$ cat src/rtl/lcd_pkg.sv
// Shared types and constants for the character-LCD bus arbiter.
// Holds the FSM states, the power-up init ROM and the common command/ASCII codes.
package lcd_pkg;

    typedef enum logic [2:0] {
        StPwrup,
        StInitLoad,
        StSetup,
        StPulse,
        StWait,
        StIdle
    } lcd_state_e;

    typedef enum logic [1:0] {
        WaitCmd,
        WaitInit2,
        WaitClear
    } lcd_wait_e;

    localparam logic [7:0] CMD_FUNC_SET = 8'h38;
    localparam logic [7:0] CMD_ENTRY    = 8'h06;
    localparam logic [7:0] CMD_DISP_ON  = 8'h0C;
    localparam logic [7:0] CMD_CLEAR    = 8'h01;
    localparam logic [7:0] CMD_HOME     = 8'h02;
    localparam logic [7:0] CMD_DDRAM0   = 8'h80;

    localparam logic [7:0] CHR_0     = 8'h30;
    localparam logic [7:0] CHR_COLON = 8'h3A;

    localparam int unsigned INIT_LEN = 5;

    // Entry 0 sits in the least significant slot.
    localparam logic [INIT_LEN-1:0][7:0] INIT_CMDS = {
        CMD_CLEAR, CMD_DISP_ON, CMD_ENTRY, CMD_FUNC_SET, CMD_FUNC_SET
    };
    localparam logic [INIT_LEN-1:0][1:0] INIT_WAITS = {
        WaitClear, WaitCmd, WaitCmd, WaitCmd, WaitInit2
    };

    // Clear (0x01) and return-home (0x02/0x03) need the long execution wait.
    function automatic logic is_slow_cmd(input logic rs, input logic [7:0] data);
        return !rs && (data == CMD_CLEAR || data == CMD_HOME || data == 8'h03);
    endfunction

endpackage

$ cat src/rtl/lcd_rr_arb2.sv
// Two-way round-robin grant selection; the winner is the client that did not
// win last time whenever both ask at once.
module lcd_rr_arb2
    import lcd_pkg::*;
(
    input  logic [1:0] valid,
    input  logic       last_grant,
    output logic       grant_valid,
    output logic       grant_idx
);

    always_comb begin
        grant_valid = |valid;
        if (valid == 2'b11) begin
            grant_idx = ~last_grant;
        end else begin
            grant_idx = valid[1];
        end
    end

endmodule

$ cat src/rtl/lcd_bus_arbiter.sv
// Owns the HD44780 bus: runs the power-up init sequence, then turns round-robin
// granted client bytes into timed E strobes followed by the execution wait.
module lcd_bus_arbiter
    import lcd_pkg::*;
#(
    parameter int unsigned T_PWRUP = 1000000,
    parameter int unsigned T_INIT2 = 300000,
    parameter int unsigned T_SETUP = 4,
    parameter int unsigned T_PULSE = 12,
    parameter int unsigned T_CMD   = 2000,
    parameter int unsigned T_CLEAR = 85000,
    parameter int unsigned CNT_W   = 21
) (
    input  logic       clk,
    input  logic       rst_n,
    input  logic [1:0] req_valid,
    input  logic       req_rs0,
    input  logic [7:0] req_data0,
    input  logic       req_rs1,
    input  logic [7:0] req_data1,
    output logic [1:0] req_ready,
    output logic       init_done,
    output logic       busy,
    output logic [7:0] lcd_data,
    output logic       lcd_e,
    output logic       lcd_rs,
    output logic       lcd_rw
);

    lcd_state_e       state;
    lcd_wait_e        wait_sel;
    logic [CNT_W-1:0] cnt;
    logic [CNT_W-1:0] wait_last;
    logic [2:0]       init_idx;
    logic             last_grant;
    logic             grant_valid;
    logic             grant_idx;
    logic             sel_rs;
    logic [7:0]       sel_data;
    logic             grant_now;

    lcd_rr_arb2 u_arb (
        .valid       (req_valid),
        .last_grant  (last_grant),
        .grant_valid (grant_valid),
        .grant_idx   (grant_idx)
    );

    always_comb begin
        sel_rs    = grant_idx ? req_rs1 : req_rs0;
        sel_data  = grant_idx ? req_data1 : req_data0;
        grant_now = (state == StIdle) && init_done && grant_valid;
        req_ready = 2'b00;
        if (grant_now) begin
            req_ready[grant_idx] = 1'b1;
        end
    end

    always_comb begin
        case (wait_sel)
            WaitInit2: wait_last = CNT_W'(T_INIT2 - 1);
            WaitClear: wait_last = CNT_W'(T_CLEAR - 1);
            default:   wait_last = CNT_W'(T_CMD - 1);
        endcase
    end

    assign busy   = (state != StIdle);
    assign lcd_rw = 1'b0;

    always_ff @(posedge clk or negedge rst_n) begin
        if (!rst_n) begin
            state      <= StPwrup;
            cnt        <= '0;
            init_idx   <= '0;
            wait_sel   <= WaitCmd;
            last_grant <= 1'b1;
            init_done  <= 1'b0;
            lcd_data   <= 8'h00;
            lcd_rs     <= 1'b0;
            lcd_e      <= 1'b0;
        end else begin
            cnt <= cnt + CNT_W'(1);
            unique case (state)
                StPwrup: begin
                    if (cnt == CNT_W'(T_PWRUP - 1)) begin
                        state    <= StInitLoad;
                        cnt      <= '0;
                        init_idx <= '0;
                    end
                end
                StInitLoad: begin
                    lcd_data <= INIT_CMDS[init_idx];
                    lcd_rs   <= 1'b0;
                    wait_sel <= lcd_wait_e'(INIT_WAITS[init_idx]);
                    state    <= StSetup;
                    cnt      <= '0;
                end
                StSetup: begin
                    if (cnt == CNT_W'(T_SETUP - 1)) begin
                        state <= StPulse;
                        lcd_e <= 1'b1;
                        cnt   <= '0;
                    end
                end
                StPulse: begin
                    if (cnt == CNT_W'(T_PULSE - 1)) begin
                        state <= StWait;
                        lcd_e <= 1'b0;
                        cnt   <= '0;
                    end
                end
                StWait: begin
                    if (cnt == wait_last) begin
                        cnt <= '0;
                        if (init_done) begin
                            state <= StIdle;
                        end else if (init_idx == 3'(INIT_LEN - 1)) begin
                            init_done <= 1'b1;
                            state     <= StIdle;
                        end else begin
                            init_idx <= init_idx + 3'd1;
                            state    <= StInitLoad;
                        end
                    end
                end
                StIdle: begin
                    cnt <= '0;
                    if (grant_now) begin
                        lcd_rs     <= sel_rs;
                        lcd_data   <= sel_data;
                        wait_sel   <= is_slow_cmd(sel_rs, sel_data) ? WaitClear : WaitCmd;
                        last_grant <= grant_idx;
                        state      <= StSetup;
                    end
                end
            endcase
        end
    end

endmodule

$ cat config.mk
export PLATFORM = sky130hd
export DESIGN_NAME = lcd_bus_arbiter
export DESIGN_NICKNAME = d
export VERILOG_FILES = /design/src/rtl/lcd_pkg.sv /design/src/rtl/lcd_rr_arb2.sv /design/src/rtl/lcd_bus_arbiter.sv
export SDC_FILE = /design/constraint.sdc
export NUM_CORES = 1
export LEC_CHECK = 0
export CAP_MARGIN = 5
export CORE_ASPECT_RATIO = 0.6
export CORE_MARGIN = 3
export CORE_UTILIZATION = 30
export CTS_BUF_LIST = sky130_fd_sc_hd__clkbuf_4 sky130_fd_sc_hd__clkbuf_8
export CTS_CLUSTER_SIZE = 25
export DETAILED_ROUTE_END_ITERATION = 10
export GPL_TIMING_DRIVEN = 0
export PLACE_DENSITY = 0.48
export SYNTH_ARGS = -nofsm -noshare
export SYNTH_HDL_FRONTEND = slang
export SYNTH_SLANG_ARGS = --single-unit
$ cat constraint.sdc
create_clock -name clk -period 2.8 [get_ports clk]
set_clock_uncertainty 0.2 [all_clocks]
set_input_delay 0.42 -clock clk [delete_from_list [all_inputs] [get_ports clk]]
set_output_delay 0.42 -clock clk [all_outputs]
set_load 0.005 [all_outputs]
# Word-level counts from Yosys, hierarchy flattened
# Memories as Yosys holds them, arrays and structs flattened.
# Cells that the tools add are included.
# op_classes
shifts	0
div_mod_pow	0
n_mul	0
order_cmp	3
reduce_logical	19
addsub	2
mux	39
eq_ne	24
n_bitwise	1
# ops
operator	count
one-hot mux 21 bit (5 select lines)	1
two-way mux 21 bit	4
one-hot mux 19 bit (2 select lines)	1
two-way mux 3 bit	11
two-way mux 8 bit	3
adder 21 x 1 -> 21 bit, second input constant	1
== test 21 x 2 -> 1 bit, second input constant	1
== test 21 x 20 -> 1 bit, second input constant	1
== test 21 bit	1
== test 21 x 4 -> 1 bit, second input constant	1
one-hot mux 3 bit (6 select lines)	1
== test 8 x 2 -> 1 bit, second input constant	2
one-hot mux 8 bit (2 select lines)	1
!= test 2 bit, second input constant	7
AND reduction 5 bit	2
== test 3 bit, second input constant	3
== test 8 x 1 -> 1 bit, second input constant	1
two-way mux 1 bit	8
two-way mux 2 bit	4
== test 3 x 2 -> 1 bit, second input constant	2
one-hot mux 3 bit (2 select lines)	1
AND reduction 2 bit	3
nonzero test 2 bit	3
== test 2 bit, second input constant	2
17 further kinds	23
# word_totals
register_bits	41
out_inout_bits	15
ram_bits	0
word_cells	99
input_bits	22
n_memories	2
latchBits	0
rom_bits	80
# mem_list
name	words	width	rd	rd_ports_with_merged_regs	wr	line_no	source
(name not given)	8	8	1	0	0	lcd_bus_arbiter.sv:92	lcd_data <= INIT_CMDS[init_idx];
(name not given)	8	2	1	0	0	lcd_bus_arbiter.sv:94	wait_sel <= lcd_wait_e'(INIT_WAITS[init_idx]);

# Longest topological paths before layout
# logic_depth
depth_word	10
mapped_depth	8
depth_no_buf	7

# Hierarchy
# Synthesis repeated with hierarchy kept, for this count alone.
# unflattened
hier_cells	269
area_unflattened_um2	2527.4
# by_module_without_submodules
module	area_per_inst_um2	cells_each	n_inst	seq_area_each_um2
lcd_bus_arbiter	2513.7	267	1	1027.2
lcd_rr_arb2	13.8	2	1	0.0

# Worst setup path before layout
# Ideal clock, no wire load.
# synth_path
path_type	register to register
start	register wait_sel[1]
end	register cnt[14]
synth_period_minus_slack_ns	2.195
arrival_time_ns	1.876
setup_ns	0.119
path_buffers	1
required_ns	2.481
path_slack_ns	0.605
path_stages_with_launch	8
cell_sequence	dfrtp_1 nor2b_1 xor2_1 or4b_1 o31a_1 o22ai_2 buf_4 nor2_1
# synth_via
elab_chain_len	5
elab_cells_between_ends	6
cone_classes	3 x eq/ne; 3 x mux
# synth_rtl
item	line_no	source
start, declared	lcd_bus_arbiter.sv:31	lcd_wait_e wait_sel;
start signal, assigned	lcd_bus_arbiter.sv:75	wait_sel <= WaitCmd;
start signal, assigned	lcd_bus_arbiter.sv:94	
start signal, assigned	lcd_bus_arbiter.sv:131	wait_sel <= is_slow_cmd(sel_rs, sel_data) ? WaitClear : WaitCmd;
== test 2 bit or == test 2 x 1 -> 1 bit (tied branches)	lcd_bus_arbiter.sv:60	case (wait_sel)
one-hot mux 19 bit (2 select lines) (*)	lcd_bus_arbiter.sv:60	
== test 21 bit (*)	lcd_bus_arbiter.sv:113	if (cnt == wait_last) begin
two-way mux 21 bit (*)	lcd_bus_arbiter.sv:113	
one-hot mux 21 bit (5 select lines) (*)	lcd_bus_arbiter.sv:83	unique case (state)
end signal, assigned	lcd_bus_arbiter.sv:82	cnt <= cnt + CNT_W'(1);
end, declared	lcd_bus_arbiter.sv:32	logic [CNT_W-1:0] cnt;
# Every way passes the cells marked *; elsewhere a longest branch is shown, timed or not.
# A chain may end at the register's enable or synchronous reset.

# Final worst setup path
# layout_path
start	input req_valid[1]
end	output req_ready[1]
# layout_via
elab_chain_len	7
elab_cells_between_ends	10
cone_classes	2 x order compare; 1 x eq/ne; 4 x mux; 3 x reduce/logical
# layout_rtl
item	line_no	source
start, declared	lcd_bus_arbiter.sv:16	input logic [1:0] req_valid,
== test 2 bit	lcd_rr_arb2.sv:14	if (valid == 2'b11) begin
two-way mux 1 bit	lcd_rr_arb2.sv:14	
< comparator 1 x 2 -> 1 bit (implied by the code) or greater-or-equal comparator 1 bit (tied branches)	lcd_bus_arbiter.sv:55	req_ready[grant_idx] = 1'b1;
logical AND 1 bit (implied by the code)	lcd_bus_arbiter.sv:55	
two-way mux 1 bit (implied by the code)	lcd_bus_arbiter.sv:55	
demux 1 bit (select 1 bit)	lcd_bus_arbiter.sv:55	
two-way mux 2 bit (*)	lcd_bus_arbiter.sv:54	if (grant_now) begin
end, declared	lcd_bus_arbiter.sv:21	output logic [1:0] req_ready,
# Marks and branches as above.

==> metrics.txt <==
cell occurring most often along the worst timing path sky130_fd_sc_hd__clkdlybuf4s50_1; Post-DP HPWL 5.25 mm; R2R Path Start cnt[0]$_DFF_PN0_; CTS tree done; sw frac 22.0%; vias per cell 5.01; count of buffering cells on the critical path with inverters included 3; area of the mapped netlist 2440 sq um; Switch Pwr 0.000236 W; number of flops mapped to enable cells by yosys 0; most common cell after layout, fill and taps aside sky130_fd_sc_hd__dfrtp_1; top-level I/O count 37; share of power burned in combinational logic 6.6%; CORE AREA 7570 sq um; placer's final routability congestion estimate 0.813; Final nets 347; sequential cell area fraction in the yosys report 42.0%; Max Fanout on Critical Path 10; Layout fillers 765; smallest hold slack 0.258 ns; Clk pwr share 38.3%; quantity of I/O buffers inserted on ports 35; leakage power figure 1.31 nW; predominant post-synthesis flop cell sky130_fd_sc_hd__dfrtp_1; overall via count from detail_route 2123; fin. max-slew vios 0; critical path depth 5; Inserted Clock Buffers 5; min Tclk post-route 2.70 ns; total inserted antenna cells 0; net count after synthesis 301; slew margin rel. 61.9%; worst setup path start req_valid[1]; Pre-antenna DRT Iters 4; height of the die 75.9 microns; number of instances in the synthesized netlist 274; average size of a mapped cell 8.92 sq um; starting utilization of the core area 32.3%; Final Hold Fails 0; pin count of the biggest net entering global routing 22; Power per Cell Area 347 nW/um^2; share of final-layout standard cells stronger than drive strength 1 9.69%; critical path data required time 2.18 ns; total internal power 0.000838 W; buffer type at the clock tree root sky130_fd_sc_hd__clkbuf_8; average wire per standard cell 15.8 microns; WL final 6.71 mm; setup repair after global routing missed its margin no; run status completed; slew at the pin closest to its max-slew limit 0.565 ns; kind of cell adding the most delay to the critical path buffers and inverters; nature of the critical path startpoint primary input; placement row count 24; highest-delay cell along the critical path sky130_fd_sc_hd__clkdlybuf4s50_1; total die area 9300 sq um; number of global-route vias before repair 1976; commonest cells after routing, fill and taps aside sky130_fd_sc_hd__dfrtp_1, sky130_fd_sc_hd__nor2_1, sky130_fd_sc_hd__clkdlybuf4s50_1; setup violation total in the final timing report 0; synth-to-layout area growth 26.6%; hold path cells 1; global-route usage over all layers 15.0%; Critical Path AT 2.08 ns; final period utilization 96.5%; async set or reset register ratio after synthesis 100%; Initial DRC Count 127; worst setup path class in -> out; min-delay src cnt[0]$_DFF_PN0_; synthesized flop and latch total 41; Remaining DRCs 0; first-pass GRT wire length 10.9 mm; antenna violations before repair 0; library cells used by synthesis 56; sequential power share 55.1%; highest attainable clock frequency 0.370 GHz; largest buffer count on any clock path 2; clock network latency to the later pin of the worst-skew pair 0.30 ns; number of nets with antenna violations after routing 0; Clock H-tree levels 2; hold crit path type reg -> reg; cell breakdown of the critical path clkdlybuf4s50_1 -> a21boi_4 -> buf_6 -> and3_1 -> clkdlybuf4s50_1; critical path endpoint category output pin; chip width 123 microns; critical path's largest stage delay 0.50 ns; Reg clk slew, reported paths 0.08 ns; total of warnings raised by yosys 0; path depth of the worst reg2reg path 6; final cell utilization of the core 40.9%; largest vdd supply drop 0.167 mV; global-route congestion overflow total 0; CTS sink count 41; Max Cap Viol 0
flip-flops by register name, summed over array words and instances (netlist names):
| name | cells |
|---|---|
| cnt | 21 |
| lcd_data | 8 |
| init_idx | 3 |
| state | 3 |
| wait_sel | 2 |
| init_done | 1 |
| last_grant | 1 |
| lcd_e | 1 |
| lcd_rs | 1 |
area by class of cell:
class	count	area [sq um]	share of cell area, %
plain buffers	16	80.1	2.59
flip-flops and latches	41	1030	33.2
clock buffers	7	90.1	2.91
inverters	10	41.3	1.33
well taps	104	130	4.21
repair buffers	39	398	12.9
multi-input cells	207	1330	42.9
power groups by stage:
stage,Combinational [W],Sequential (W),Clock (W)
floorplan,0.0000153,0.000604,0
global placement,0.0000649,0.000603,0
detailed placement,0.0000686,0.000603,0
CTS,0.0000717,0.000592,0.000432
global route,0.0000774,0.000592,0.000454
finish,0.0000711,0.000592,0.000412
cell families after synthesis:
group	after synthesis	share of synthesized area, %
buffers and inverters	26	4.40
xor gates and xnor gates	20	7.17
DFF	41	42.0
other	1	0.153
adders and majority gates	5	2.56
muxes	12	5.12
and+or+nand+nor	118	24.8
AOI/OAI and AO/OA	51	13.8
cell usage after synthesis (2+ instances only):
| master | n | area (sq um) |
|---|---|---|
| sky130_fd_sc_hd__a21o_1 | 2 | 15.0 |
| sky130_fd_sc_hd__a211oi_1 | 2 | 15.0 |
| sky130_fd_sc_hd__and3_1 | 2 | 12.5 |
| sky130_fd_sc_hd__dfrtp_1 | 40 | 1000 |
| sky130_fd_sc_hd__nor3_1 | 11 | 55.1 |
| sky130_fd_sc_hd__mux2i_1 | 8 | 80.1 |
| sky130_fd_sc_hd__a21oi_1 | 12 | 60.1 |
| sky130_fd_sc_hd__buf_2 | 2 | 10.0 |
| sky130_fd_sc_hd__mux2_2 | 4 | 45.0 |
| sky130_fd_sc_hd__and2_1 | 2 | 12.5 |
| sky130_fd_sc_hd__a21boi_0 | 2 | 15.0 |
| sky130_fd_sc_hd__nand4_1 | 6 | 37.5 |
| sky130_fd_sc_hd__buf_4 | 2 | 15.0 |
| sky130_fd_sc_hd__nor2_1 | 37 | 139 |
| sky130_fd_sc_hd__and4_1 | 3 | 26.3 |
| sky130_fd_sc_hd__clkbuf_1 | 11 | 41.3 |
| sky130_fd_sc_hd__o21ai_0 | 10 | 50.1 |
| sky130_fd_sc_hd__o21ai_1 | 2 | 10.0 |
| sky130_fd_sc_hd__nor4b_1 | 3 | 26.3 |
| sky130_fd_sc_hd__a31oi_1 | 3 | 18.8 |
| sky130_fd_sc_hd__xor2_1 | 11 | 96.3 |
| sky130_fd_sc_hd__nand2_1 | 25 | 93.8 |
| sky130_fd_sc_hd__ha_1 | 5 | 62.6 |
| sky130_fd_sc_hd__nand3_1 | 7 | 35.0 |
| sky130_fd_sc_hd__or4b_1 | 2 | 20.0 |
| sky130_fd_sc_hd__inv_1 | 9 | 33.8 |
| sky130_fd_sc_hd__xnor2_1 | 9 | 78.8 |
| sky130_fd_sc_hd__o41ai_1 | 2 | 17.5 |
| sky130_fd_sc_hd__nor2b_1 | 3 | 18.8 |
| sky130_fd_sc_hd__o31ai_1 | 5 | 37.5 |
| sky130_fd_sc_hd__nor4_1 | 7 | 43.8 |
metal layers:
layer | vias to the layer above | wire length (microns) | share of wire [%] | global-route usage, %
li1 | 1066 | - | - | -
met1 | 1014 | 3990 | 59 | 25.8
met2 | 38 | 2400 | 36 | 17.2
met3 | 5 | 286 | 4.3 | 4.09
met4 | 0 | 42 | 0.63 | 3.46
met5 | - | 0 | 0 | 0
repair_timing:
action | 4_1_cts | 5_1_grt
pin swaps | 0 | 0
buffers inserted | 0 | 2
hold endpoints to repair | 19 | 0
endpoints found under the setup margin | 2 | 22
hold buffers | 1 | 0
cloned | 0 | 0
gates resized for setup | 5 | 5
through the flow:
stage / setup slack, ns / instance area [sq um] / setup TNS (ns) / power (W) / std cells
floorplan: 0.605 / 2440 / 0 / 0.000619 / 274
global placement: -0.502 / 2920 / -2.42 / 0.000668 / 413
detailed placement: -0.513 / 2950 / -1.09 / 0.000672 / 414
CTS: 0.00312 / 3060 / 0 / 0.00110 / 422
global route: 0.00993 / 3090 / 0 / 0.00112 / 424
finish: 0.0973 / 3090 / 0 / 0.00107 / 424
worst paths after layout:
| kind | endpoint | slack, ns |
|---|---|---|
| setup / recovery | req_ready[1] | 0.1 |
| min in group asynchronous | init_idx[0]$_DFFE_PN0P_ | 0.43 |
| setup reg to reg | cnt[12]$_DFF_PN0_ | 0.20 |
| hold reg to reg | cnt[0]$_DFF_PN0_ | 0.26 |
| max in group asynchronous | cnt[10]$_DFF_PN0_ | 1.48 |
| hold / removal | cnt[0]$_DFF_PN0_ | 0.26 |
No activity file was read; power rests on OpenSTA's default activity.
